<file path="src/rtl/pipeline_hazard_ctrl.sv">
// Central stall/flush sequencer for the 5-stage pipeline.
// It drives the load enables and synchronous bubble clears of the PC, IF/ID,
// ID/EX, EX/MEM and MEM/WB registers. It resolves load-use hazards, taken-branch
// flushes, multi-cycle mult/div occupancy of EX, and halt/resume. It also keeps
// wrapping stall and flush statistics counters.
//
// Ports:
//   clk, rst                  clock; asynchronous active-high reset
//   id_rs, id_rt              source fields of the ID instruction
//   id_uses_rs, id_uses_rt    ID instruction actually reads rs / rt
//   ex_mem_read, ex_rd        EX instruction is a load, and its destination
//   branch_taken              taken branch/jump resolved in EX
//   md_start                  EX instruction is a mult/div
//   halt_req, resume          halt syscall in WB / leave HALT
//   *_en, *_clr               pipeline register enables and bubble clears
//   halted                    controller is in HALT
//   stall_count, flush_count  wrapping statistics
module pipeline_hazard_ctrl #(
    parameter int unsigned DATA_BITS     = 32,
    parameter int unsigned REG_ADDR_BITS = 5,
    parameter int unsigned MD_CYCLES     = 8
) (
    input  logic                     clk,
    input  logic                     rst,
    input  logic [REG_ADDR_BITS-1:0] id_rs,
    input  logic [REG_ADDR_BITS-1:0] id_rt,
    input  logic                     id_uses_rs,
    input  logic                     id_uses_rt,
    input  logic                     ex_mem_read,
    input  logic [REG_ADDR_BITS-1:0] ex_rd,
    input  logic                     branch_taken,
    input  logic                     md_start,
    input  logic                     halt_req,
    input  logic                     resume,
    output logic                     pc_en,
    output logic                     ifid_en,
    output logic                     idex_en,
    output logic                     exmem_en,
    output logic                     memwb_en,
    output logic                     ifid_clr,
    output logic                     idex_clr,
    output logic                     exmem_clr,
    output logic                     halted,
    output logic [DATA_BITS-1:0]     stall_count,
    output logic [DATA_BITS-1:0]     flush_count
);

    // The md_start cycle counts as the first freeze cycle, so MD_BUSY starts one lower.
    localparam logic [7:0] MD_LOAD = 8'(MD_CYCLES - 1);

    typedef enum logic [1:0] {RUN, MD_BUSY, MD_DONE, HALT} state_t;

    state_t     state, state_nx;
    logic [7:0] md_cnt, md_cnt_nx;
    logic       lu;
    logic       stall_inc, flush_inc;

    // Load-use hazard: r0 is never a real dependency.
    assign lu = ex_mem_read && (ex_rd != '0) &&
                ((id_uses_rs && (id_rs == ex_rd)) || (id_uses_rt && (id_rt == ex_rd)));

    // Next-state and pipeline control decode.
    always_comb begin
        state_nx  = state;
        md_cnt_nx = md_cnt;
        pc_en     = 1'b1;
        ifid_en   = 1'b1;
        idex_en   = 1'b1;
        exmem_en  = 1'b1;
        memwb_en  = 1'b1;
        ifid_clr  = 1'b0;
        idex_clr  = 1'b0;
        exmem_clr = 1'b0;
        halted    = 1'b0;
        flush_inc = 1'b0;

        case (state)
            RUN, MD_DONE: begin
                state_nx = RUN;
                if (halt_req) begin
                    {pc_en, ifid_en, idex_en, exmem_en, memwb_en} = 5'b0;
                    state_nx = HALT;
                end else if (branch_taken) begin
                    ifid_clr  = 1'b1;
                    idex_clr  = 1'b1;
                    flush_inc = 1'b1;
                end else if (md_start && (state == RUN)) begin
                    // MD_DONE ignores md_start: the same mult/div is still sitting in EX.
                    pc_en     = 1'b0;
                    ifid_en   = 1'b0;
                    idex_en   = 1'b0;
                    exmem_clr = 1'b1;
                    if (MD_CYCLES == 1) begin
                        state_nx = MD_DONE;
                    end else begin
                        state_nx  = MD_BUSY;
                        md_cnt_nx = MD_LOAD;
                    end
                end else if (lu) begin
                    pc_en    = 1'b0;
                    ifid_en  = 1'b0;
                    idex_clr = 1'b1;
                end
            end
            MD_BUSY: begin
                if (halt_req) begin
                    // Abandon the mult/div; it re-issues from EX after resume.
                    {pc_en, ifid_en, idex_en, exmem_en, memwb_en} = 5'b0;
                    state_nx  = HALT;
                    md_cnt_nx = 8'd0;
                end else begin
                    pc_en     = 1'b0;
                    ifid_en   = 1'b0;
                    idex_en   = 1'b0;
                    exmem_clr = 1'b1;
                    if (md_cnt == 8'd1) begin
                        state_nx = MD_DONE;
                    end else begin
                        md_cnt_nx = md_cnt - 8'd1;
                    end
                end
            end
            HALT: begin
                {pc_en, ifid_en, idex_en, exmem_en, memwb_en} = 5'b0;
                halted = 1'b1;
                if (resume && !halt_req) begin
                    state_nx = RUN;
                end
            end
            default: state_nx = RUN;
        endcase

        // Everything quiet while reset is held, independent of the clock.
        if (rst) begin
            {pc_en, ifid_en, idex_en, exmem_en, memwb_en} = 5'b0;
            {ifid_clr, idex_clr, exmem_clr, halted}       = 4'b0;
            flush_inc = 1'b0;
        end

        stall_inc = !pc_en && (state != HALT);
    end

    // State, md counter and statistics.
    always_ff @(posedge clk or posedge rst) begin
        if (rst) begin
            state       <= RUN;
            md_cnt      <= 8'd0;
            stall_count <= '0;
            flush_count <= '0;
        end else begin
            state  <= state_nx;
            md_cnt <= md_cnt_nx;
            if (stall_inc) begin
                stall_count <= stall_count + DATA_BITS'(1);
            end
            if (flush_inc) begin
                flush_count <= flush_count + DATA_BITS'(1);
            end
        end
    end

endmodule

</file>
<file path="config.mk">
export PLATFORM = sky130hd
export DESIGN_NAME = pipeline_hazard_ctrl
export DESIGN_NICKNAME = d
export VERILOG_FILES = /design/src/rtl/pipeline_hazard_ctrl.sv
export SDC_FILE = /design/constraint.sdc
export NUM_CORES = 1
export LEC_CHECK = 0
export ABC_CLOCK_PERIOD_IN_PS = 6550
export BUFFER_PORTS_ARGS = -buffer_cell sky130_fd_sc_hd__clkbuf_2
export CORE_MARGIN = 5
export CORE_UTILIZATION = 35
export CTS_CLUSTER_SIZE = 20
export DETAILED_ROUTE_END_ITERATION = 10
export HOLD_SLACK_MARGIN = 0.12
export MAX_ROUTING_LAYER = met4
export PLACE_DENSITY = 0.6
export SETUP_SLACK_MARGIN = 0.5
export SLEW_MARGIN = 10
export SYNTH_ARGS = -nofsm -noshare
export SYNTH_HDL_FRONTEND = slang
export SYNTH_SLANG_ARGS = --single-unit
</file>
<file path="constraint.sdc">
create_clock -name clk -period 6.55 [get_ports clk]
set_clock_uncertainty 0.1 [all_clocks]
set_input_delay 1.31 -clock clk [delete_from_list [all_inputs] [get_ports clk]]
set_output_delay 1.31 -clock clk [all_outputs]
set_load 0.05 [all_outputs]
</file>
==> Word level (Yosys, flattened, before mapping) <==
Index checks and enable logic that the tools add are counted.
{ "totals": {"reg_bits": 74, "inputBits": 24, "out_inout_bits": 73, "wordCells": 82} }
{ "classes": {"addsub": 3, "eq_ne": 13, "mux": 44, "reduce_logical": 18} }
{ "ops": {"columns": ["op", "count"], "rows": [
  ["$add A32 B1 Y32 const B", 2],
  ["$mux W8", 5],
  ["$mux W1", 29],
  ["$pmux W8 S2", 1],
  ["$eq A5 B5 Y1", 2],
  ["$ne A2 B2 Y1 const B", 5],
  ["$eq A8 B1 Y1 const B", 1],
  ["$mux W2", 4],
  ["$pmux W1 S2", 4],
  ["$sub A8 B1 Y8 const B", 1],
  ["$logic_and A1 B1 Y1", 7],
  ["$ne A3 B3 Y1 const B", 2],
  ["$pmux W2 S3", 1],
  ["$reduce_and A5 Y1", 1],
  ["$reduce_bool A5 Y1", 1],
  ["$eq A2 B2 Y1 const B", 2],
  ["$reduce_or A2 Y1", 2],
  ["$reduce_or A3 Y1", 1],
  ["$eq A2 B1 Y1 const B", 1],
  ["$logic_not A1 Y1", 2],
  ["$logic_not A2 Y1", 1],
  ["$reduce_and A2 Y1", 1],
  ["$reduce_bool A2 Y1", 1],
  ["$logic_or A1 B1 Y1", 1]
]} }

==> Longest topological paths before layout <==
Gate-level depths: netlist of the first run.
{ "depth": {"word_depth": 12, "depth_mapped": 8, "mapped_depth_nobuf": 8} }

==> Least setup slack after synthesis of the first run <==
Ideal clock, no wire load.
{ "synth_path": {"path_kind": "input-to-output", "from": "input halt_req", "to": "output pc_en", "t_arrival_ps": 4564, "setup_slack_ps": 576, "cell_stages": 5, "n_path_buf": 3, "path_cell_list": "clkbuf_1 -> nor4_1 -> a21boi_1 -> clkbuf_1 -> buf_4"} }
{ "synth_between": {"elab_chain_len": 3} }
{ "synth_rtl": {"columns": ["element", "line_no", "source"], "rows": [
  ["start: declaration", "33", "input logic halt_req,"],
  ["$mux W1", null, null],
  ["$pmux W1 S2", null, null],
  ["$mux W1", null, null],
  ["end: declaration", "35", "output logic pc_en,"]
]} }
Every way passes these cells.

==> Worst setup path after layout of the first run <==
{ "layout_path": {"from": "input ex_rd[1]", "to": "output pc_en"} }
{ "layout_between": {"elab_chain_len": 10, "word_cells_on_any_way": 14, "classes_between": "2 x eq/ne; 6 x mux; 6 x reduce/logical"} }
{ "layout_rtl": {"columns": ["element", "line_no", "source"], "rows": [
  ["start: declaration", "30", "input logic [REG_ADDR_BITS-1:0] ex_rd,"],
  ["$eq A5 B5 Y1", "60", "((id_uses_rs && (id_rs == ex_rd)) || (id_uses_rt && (id_rt == ex_rd)));"],
  ["$logic_and A1 B1 Y1", "60", null],
  ["$logic_or A1 B1 Y1", "60", null],
  ["$logic_and A1 B1 Y1 *", "59", "assign lu = ex_mem_read && (ex_rd != '0) &&"],
  ["$mux W1 *", "99", "end else if (lu) begin"],
  ["$mux W1 *", "87", "end else if (md_start && (state == RUN)) begin"],
  ["$mux W1 *", "83", "end else if (branch_taken) begin"],
  ["$mux W1 *", "80", "if (halt_req) begin"],
  ["$pmux W1 S2 *", "77", "case (state)"],
  ["$mux W1 *", "134", "if (rst) begin"]
]} }
Every way passes the cells marked *; elsewhere a longest branch is shown, timed or not.

==> results.yml, run 1 <==
synth:
  synth_mux_area_share_pct: 0.611
  synth_adder_area_share_pct: 1.36
  synth_top_area_cell: "dfrtp_1"
  synth_area_per_cell_um2: 10.5
  ys.flop_type: "dfrtp_1"
  synth_xor_xnor_area_share_pct: 18.1
  ys_seq_area_share_pct: 50.2
  syn_inst: 350
  netlist.area_leader.share_pct: 50.2
  yosys.cell_types.count: 42
  syn_area_mm2: 0.00369
  synth-simple-area-share_pct: 23.9
  synth_edf_count: 0
  yosys_warnings: 0
  synth_common_cells: "dfrtp_1 (74), xnor2_1 (39), xor2_1 (37)"
  synth_compound_area_share_pct: 3.26
  synth_top_family_by_area: "simple AND/OR/NAND/NOR gates"
  ys_seq_elements: 74
  synth.most_common_cell: "dfrtp_1"
  synth_area_leaders: "dfrtp_1 (50%), xnor2_1 (9.3%), xor2_1 (8.8%)"
  synth-async-reset-ratio_pct: 100
  synth_nets: 378
pwr:
  peakVddDrop_mv: 0.168
  switchingPower_mw: 0.582
  p_leak_nw: 2.07
  power_density_mw_per_mm2: 325
  combinationalPowerShare_pct: 31.0
  swShare_pct: 39.8
  p_clk_share_pct: 26.6
  intPower_mw: 0.882
  p_seq_share_pct: 42.4
clock_tree:
  cts_setup_buffers: 0
  cts_hold_buf: 0
  numCtsBuffers: 9
  ctsResizeCount: 0
  clock-sinks: 74
  clkLatencyLatePin_ps: 330
  clk_pin_slew_worst_paths_ps: 80
  cts_tree: "yes"
  htree_levels: 3
  root_buffer: "clkbuf_8"
  cts_buffer_depth: 2
sta:
  fin_tns_setup_ps: 0
  period_minus_slack_ps: 4400
  drv_slew: 0
  grt_setup_unrepaired: "false"
  period_share_pct: 67.2
  layout_setup_ws_ps: 2150
  tightestPinTransition_ps: 949
  setup_viol_count_final: 0
  fmax_mhz: 227
  hold_viol_final: 0
  slew-limit-headroom_pct: 36.7
setup_path:
  crit_chain: "clkbuf_2, or4_1, o21ai_0, nor2_1, a21boi_2, clkbuf_2"
  slowest_stage: "or4_1"
  end_kind: "output port"
  start_kind: "input port"
  critical_path_required_ps: 5140
  crit_fanout: 9
  worstSetupPathType: "input port to output port"
  max_stage_delay_ps: 500
  crit_top_cell: "clkbuf_2"
  arrival_ps: 2990
floorplanning:
  std_cell_rows: 37
  num_io_pins: 97
  start_util_pct: 35.9
  design.core.area_mm2: 0.0103
  dieArea_mm2: 0.0127
  fp.dieH_um: 113
  die-width_um: 113
detailed_routing:
  via_per_inst: 4.91
  first_pass_iters: 4
  drt-initial-drc-count: 156
  ant_nets: 0
  drt_wl_total_mm: 8.24
  drc: 0
  wl_per_cell_um: 14.0
  vias: 2880
grt:
  grt_max_degree: 75
  grt.total_usage_pct: 14.0
  grt_pass1_wl_mm: 14.1
  antenna_found_initial: 0
  grt.overflow.total: 0
  grt_pass1_vias: 2863
cells_and_area:
  fillers: 1031
  num_antenna_cells: 0
  nets: 475
  area_growth_syn_to_layout_pct: 22.2
  layout-drive-gt1-share_pct: 27.3
job:
  maxCapViolCount: 0
placed_design:
  dp_hpwl_mm: 6.05
  port_buffers: 96
  place.gp.congestion: 0.811
  pre_cts_ws_ps: 2160
hold_path:
  worst_hold_path_type: "register to register"
run_status:
  status: "finished, final reports clean"
==> layout by cell type, fill, tap and decap left out, drive strengths merged, types with 4 or more instances in the layout <==
master / instances
and2: 4
ha: 4
nand3: 22
nand2: 27
o21ai: 5
nor4b: 4
xor2: 37
xnor2: 39
inv: 7
nor4: 8
nand2b: 4
dfrtp: 74
and4: 5
nor2: 26
nor3: 17
and3: 5
a21oi: 5
nand4: 17
nor3b: 4
clkbuf: 106
==> flip-flops by register name (all words and copies together), names as in the netlist <==
signal and flops:
stall_count 32, state 2, flush_count 32, md_cnt 8
==> through the flow <==
step                cells  power, mW  instance area [um2]  util [%]  hold WS (ps)
floorplan             350      0.966                 3690         -           404
global placement      572       1.08                 4290      41.7           359
detailed placement    572       1.09                 4290      41.7           359
CTS                   587       1.49                 4500      43.8           374
global route          587       1.55                 4500      43.8           397
finish                587       1.46                 4500      43.8           366
==> path summary, 6_finish.rpt <==
check / depth (start not counted) / to / slack [ps] / startpoint
min in group asynchronous: 3 / md_cnt[0] / 1240 / rst
hold reg to reg: 1 / stall_count[31] / 370 / stall_count[31]
setup reg to reg: 6 / flush_count[24] / 3920 / state[0]
max in group asynchronous: 3 / stall_count[3] / 4480 / rst
setup / recovery: 6 / pc_en / 2150 / ex_rd[1]
hold / removal: 1 / stall_count[31] / 370 / stall_count[31]
==> cell families (layout without fill, tap and decap cells) <==
| group | count (synthesis) | after routing |
|---|---|---|
| simple gates | 156 | 156 |
| flops | 74 | 74 |
| buf+inv | 19 | 120 |
| xor+xnor | 76 | 76 |
| fa+ha+maj | 4 | 4 |
| compound gates | 19 | 19 |
| mux | 2 | 2 |
==> power by group through the flow <==
stage	sequential, mW	clock, mW	combinational, mW
2_1_floorplan	0.773	0	0.193
3_3_place_gp	0.623	0	0.456
3_5_place_dp	0.628	0	0.461
4_1_cts	0.620	0.403	0.462
5_1_grt	0.636	0.420	0.493
6_report	0.620	0.389	0.454
==> area by class of cell <==
class | count | area (um2) | share of cell area, %
clock buffers | 10 | 138 | 3.06
clock inverters | 5 | 78.8 | 1.75
inverters | 7 | 26.3 | 0.583
multi-input cells | 257 | 1740 | 38.7
flip-flops and latches | 74 | 1850 | 41.1
well taps | 136 | 170 | 3.78
repair buffers | 98 | 495 | 11.0
==> metal layers <==
metal / wire (um) / vias up / global-route usage (%) / part of all wire (%)
li1: - / 1407 / - / -
met1: 3680 / 1407 / 17.5 / 45
met2: 4050 / 60 / 22.2 / 49
met3: 433 / 6 / 3.67 / 5.3
met4: 76 / 0 / 4.17 / 0.92
met5: 0 / - / - / 0
==> worst max-delay path, delay by kind of cell <==
family	cells	cell delay, ps
buffers and inverters	2	480
AO/OA/AOI/OAI	2	610
AND/OR/NAND/NOR	2	580
(Power assumes the default switching activity.)
==> run 2, diff against run 1 <==
--- a/config.mk
+++ b/config.mk
@@ -5,7 +5,8 @@
 export SDC_FILE = /design/constraint.sdc
 export NUM_CORES = 1
 export LEC_CHECK = 0
-export ABC_CLOCK_PERIOD_IN_PS = 6550
+export ABC_AREA = 1
+export ABC_CLOCK_PERIOD_IN_PS = 4430
 export BUFFER_PORTS_ARGS = -buffer_cell sky130_fd_sc_hd__clkbuf_2
 export CORE_MARGIN = 5
 export CORE_UTILIZATION = 35
@@ -13,7 +14,7 @@
 export DETAILED_ROUTE_END_ITERATION = 10
 export HOLD_SLACK_MARGIN = 0.12
 export MAX_ROUTING_LAYER = met4
-export PLACE_DENSITY = 0.6
+export PLACE_DENSITY = 0.58
 export SETUP_SLACK_MARGIN = 0.5
 export SLEW_MARGIN = 10
 export SYNTH_ARGS = -nofsm -noshare
==> constraint.sdc (replaced) <==
create_clock -name clk -period 4.43 [get_ports clk]
set_clock_uncertainty 0.1 [all_clocks]
set_input_delay 0.886 -clock clk [delete_from_list [all_inputs] [get_ports clk]]
set_output_delay 0.886 -clock clk [all_outputs]
set_load 0.05 [all_outputs]
==> run 2 against run 1 <==
Core utilization shrank 1.2 points. Worst hold slack gained 26 ps. Synthesized cell count grew 94%. Power grew 57%. Combinational power grew 70%. Synthesized area grew 30%. Critical endpoint is now ifid_en. Sequential share of layout area shrank 8.5 points. Cell count grew 62%. Worst setup slack lost 690 ps. Die area grew 27%. Non-clock buffer count grew 1. Register-to-register slack lost 1900 ps.
==> results.yml, run 2 <==
sta:
  grt_setup_unrepaired: "false"
  fin_tns_setup_ps: 0
  period_minus_slack_ps: 2970
  period_share_pct: 67.0
  layout_setup_ws_ps: 1460
  tightestPinTransition_ps: 1010
  setup_viol_count_final: 0
  fmax_mhz: 337
  hold_viol_final: 0
  slew-limit-headroom_pct: 32.9
  drv_slew: 0
pwr:
  p_leak_nw: 3.01
  peakVddDrop_mv: 0.373
  power_mw: 2.29
  power_density_mw_per_mm2: 403
clock_tree:
  clk_pin_slew_worst_paths_ps: 60
  numCtsBuffers: 9
  clkLatencyLatePin_ps: 340
  cts_hold_buf: 0
  root_buffer: "clkbuf_16"
  clock-sinks: 74
  cts_buffer_depth: 2
  ctsResizeCount: 0
  cts_setup_buffers: 0
  cts_tree: "yes"
  htree_levels: 3
grt:
  grt.overflow.total: 0
  grt.total_usage_pct: 16.4
  antenna_found_initial: 0
  grt_pass1_wl_mm: 20.6
  grt_pass1_vias: 4087
  grt_max_degree: 57
synth:
  ys.flop_type: "dfrtp_1"
  synth_top_family_by_area: "simple AND/OR/NAND/NOR gates"
  syn_inst: 678
  yosys.cell_types.count: 34
  synth_top_area_cell: "dfrtp_1"
  synth_xor_xnor_area_share_pct: 8.41
  synth-simple-area-share_pct: 41.8
  synth.most_common_cell: "nand2_1"
  synth_common_cells: "nand2_1 (238), dfrtp_1 (74), nor2_1 (71)"
  netlist.area_leader.share_pct: 38.7
  synth_compound_area_share_pct: 1.88
  synth_adder_area_share_pct: 1.05
  synth_nets: 706
  synth-async-reset-ratio_pct: 100
  syn_area_mm2: 0.00479
  ys_seq_elements: 74
  synth_area_leaders: "dfrtp_1 (39%), nand2_1 (19%), nand3_1 (6.3%)"
  synth_edf_count: 0
  synth_mux_area_share_pct: 0
  ys_seq_area_share_pct: 38.7
  yosys_warnings: 0
  synth_area_per_cell_um2: 7.06
setup_path:
  arrival_ps: 1980
  crit_fanout: 4
  max_stage_delay_ps: 300
  crit_top_cell: "inv_1"
  r2r-end: "stall_count[16]"
  reg2reg_slack_ps: 2010
  reg2reg_depth: 9
  start_kind: "input port"
  end_kind: "output port"
  worstSetupPathType: "input port to output port"
  crit_chain: "clkbuf_2, inv_1, nand4_1, o21ai_0, inv_1, nand3_1, nand2_1, inv_1, clkbuf_2"
  r2r_start: "state[1]"
  critical_path_required_ps: 3440
  slowest_stage: "clkbuf_2"
floorplanning:
  std_cell_rows: 42
  die-width_um: 127
  design.core.area_mm2: 0.0133
  start_util_pct: 35.9
  num_io_pins: 97
  dieArea_mm2: 0.0161
  fp.dieH_um: 127
cells_and_area:
  design_area_mm2: 0.00569
  nets: 800
  fillers: 1401
  reg_top3: "flush_count x32, stall_count x32, md_cnt x8"
  multi_input_area_mm2: 0.00255
  layout.area.seq_mm2: 0.00185
  layout-drive-gt1-share_pct: 18.7
  num_antenna_cells: 0
  area_growth_syn_to_layout_pct: 18.7
  final_cell_mix: "nand2_1 (238), clkbuf_2 (96), dfrtp_1 (74)"
  layout_commonest_cell: "nand2_1"
job:
  maxCapViolCount: 0
detailed_routing:
  drt-initial-drc-count: 242
  vias: 4409
  ant_nets: 0
  drc: 0
  first_pass_iters: 5
  via_per_inst: 4.63
  wl_per_cell_um: 12.8
  drt_wl_total_mm: 12.2
hold_path:
  hold_path_depth: 2
  min_from: "stall_count[30]"
  worst_hold_path_type: "register to register"
  hold_end: "stall_count[30]"
placed_design:
  port_buffers: 96
  place.gp.congestion: 0.881
  placed_cell_area_mm2: 0.00541
  dp_hpwl_mm: 9.31
  pre_cts_ws_ps: 1280
run_status:
  status: "finished, final reports clean"
==> run 2: per-layer routing <==
layer,vias to the layer above,GRT usage [%],wire length (um)
met5,-,-,0
met4,0,5.05,196
met3,13,3.91,495
met2,74,25.6,5710
met1,1998,21.1,5770
li1,2324,-,-
==> run 2: worst max-delay path by stage <==
stage             start               to  cells after the start
3_5_place_dp   ex_rd[4]  stall_count[27]                     13
2_1_floorplan  halt_req            pc_en                      8
4_1_cts        ex_rd[2]          ifid_en                      9
3_3_place_gp   ex_rd[4]  stall_count[22]                     13
5_1_grt        ex_rd[2]          ifid_en                      9
6_report       ex_rd[2]          ifid_en                      9
==> run 2: cell type report <==
cell class                 instances  area share (%)
clock inverter                     6           0.770
clock buffer                      10            4.03
inverter                          77            5.11
sequential                        74            32.6
tap                              176            3.87
timing repair buffer              99            8.85
multi-input combinational        511            44.8
==> run 2: cell families after synthesis <==
family,count (synthesis)
AND/OR/NAND/NOR,444
flip-flops,74
buffers and inverters,93
XOR/XNOR,46
adder cells (fa/ha/maj),4
AO/OA/AOI/OAI,17
==> run 2: power by group <==
group          total (mW)  switching [mW]  internal [mW]
Combinational       0.770           0.587          0.183
Sequential          0.843          0.0928          0.750
Clock               0.678           0.298          0.380
==> run 2: metrics by stage <==
step / hold WS (ps) / cells / utilization [%]
6_report: 393 / 953 / 42.6
5_1_grt: 423 / 953 / 42.6
4_1_cts: 395 / 953 / 42.6
3_5_place_dp: 380 / 937 / 40.6
3_3_place_gp: 385 / 937 / 40.6
2_1_floorplan: 391 / 678 / -
==> run 2: critical path: cells and delay by family <==
family	cells	cell delay, ps
AOI/OAI and AO/OA	1	150
and+or+nand+nor	3	240
buffers and inverters	5	700
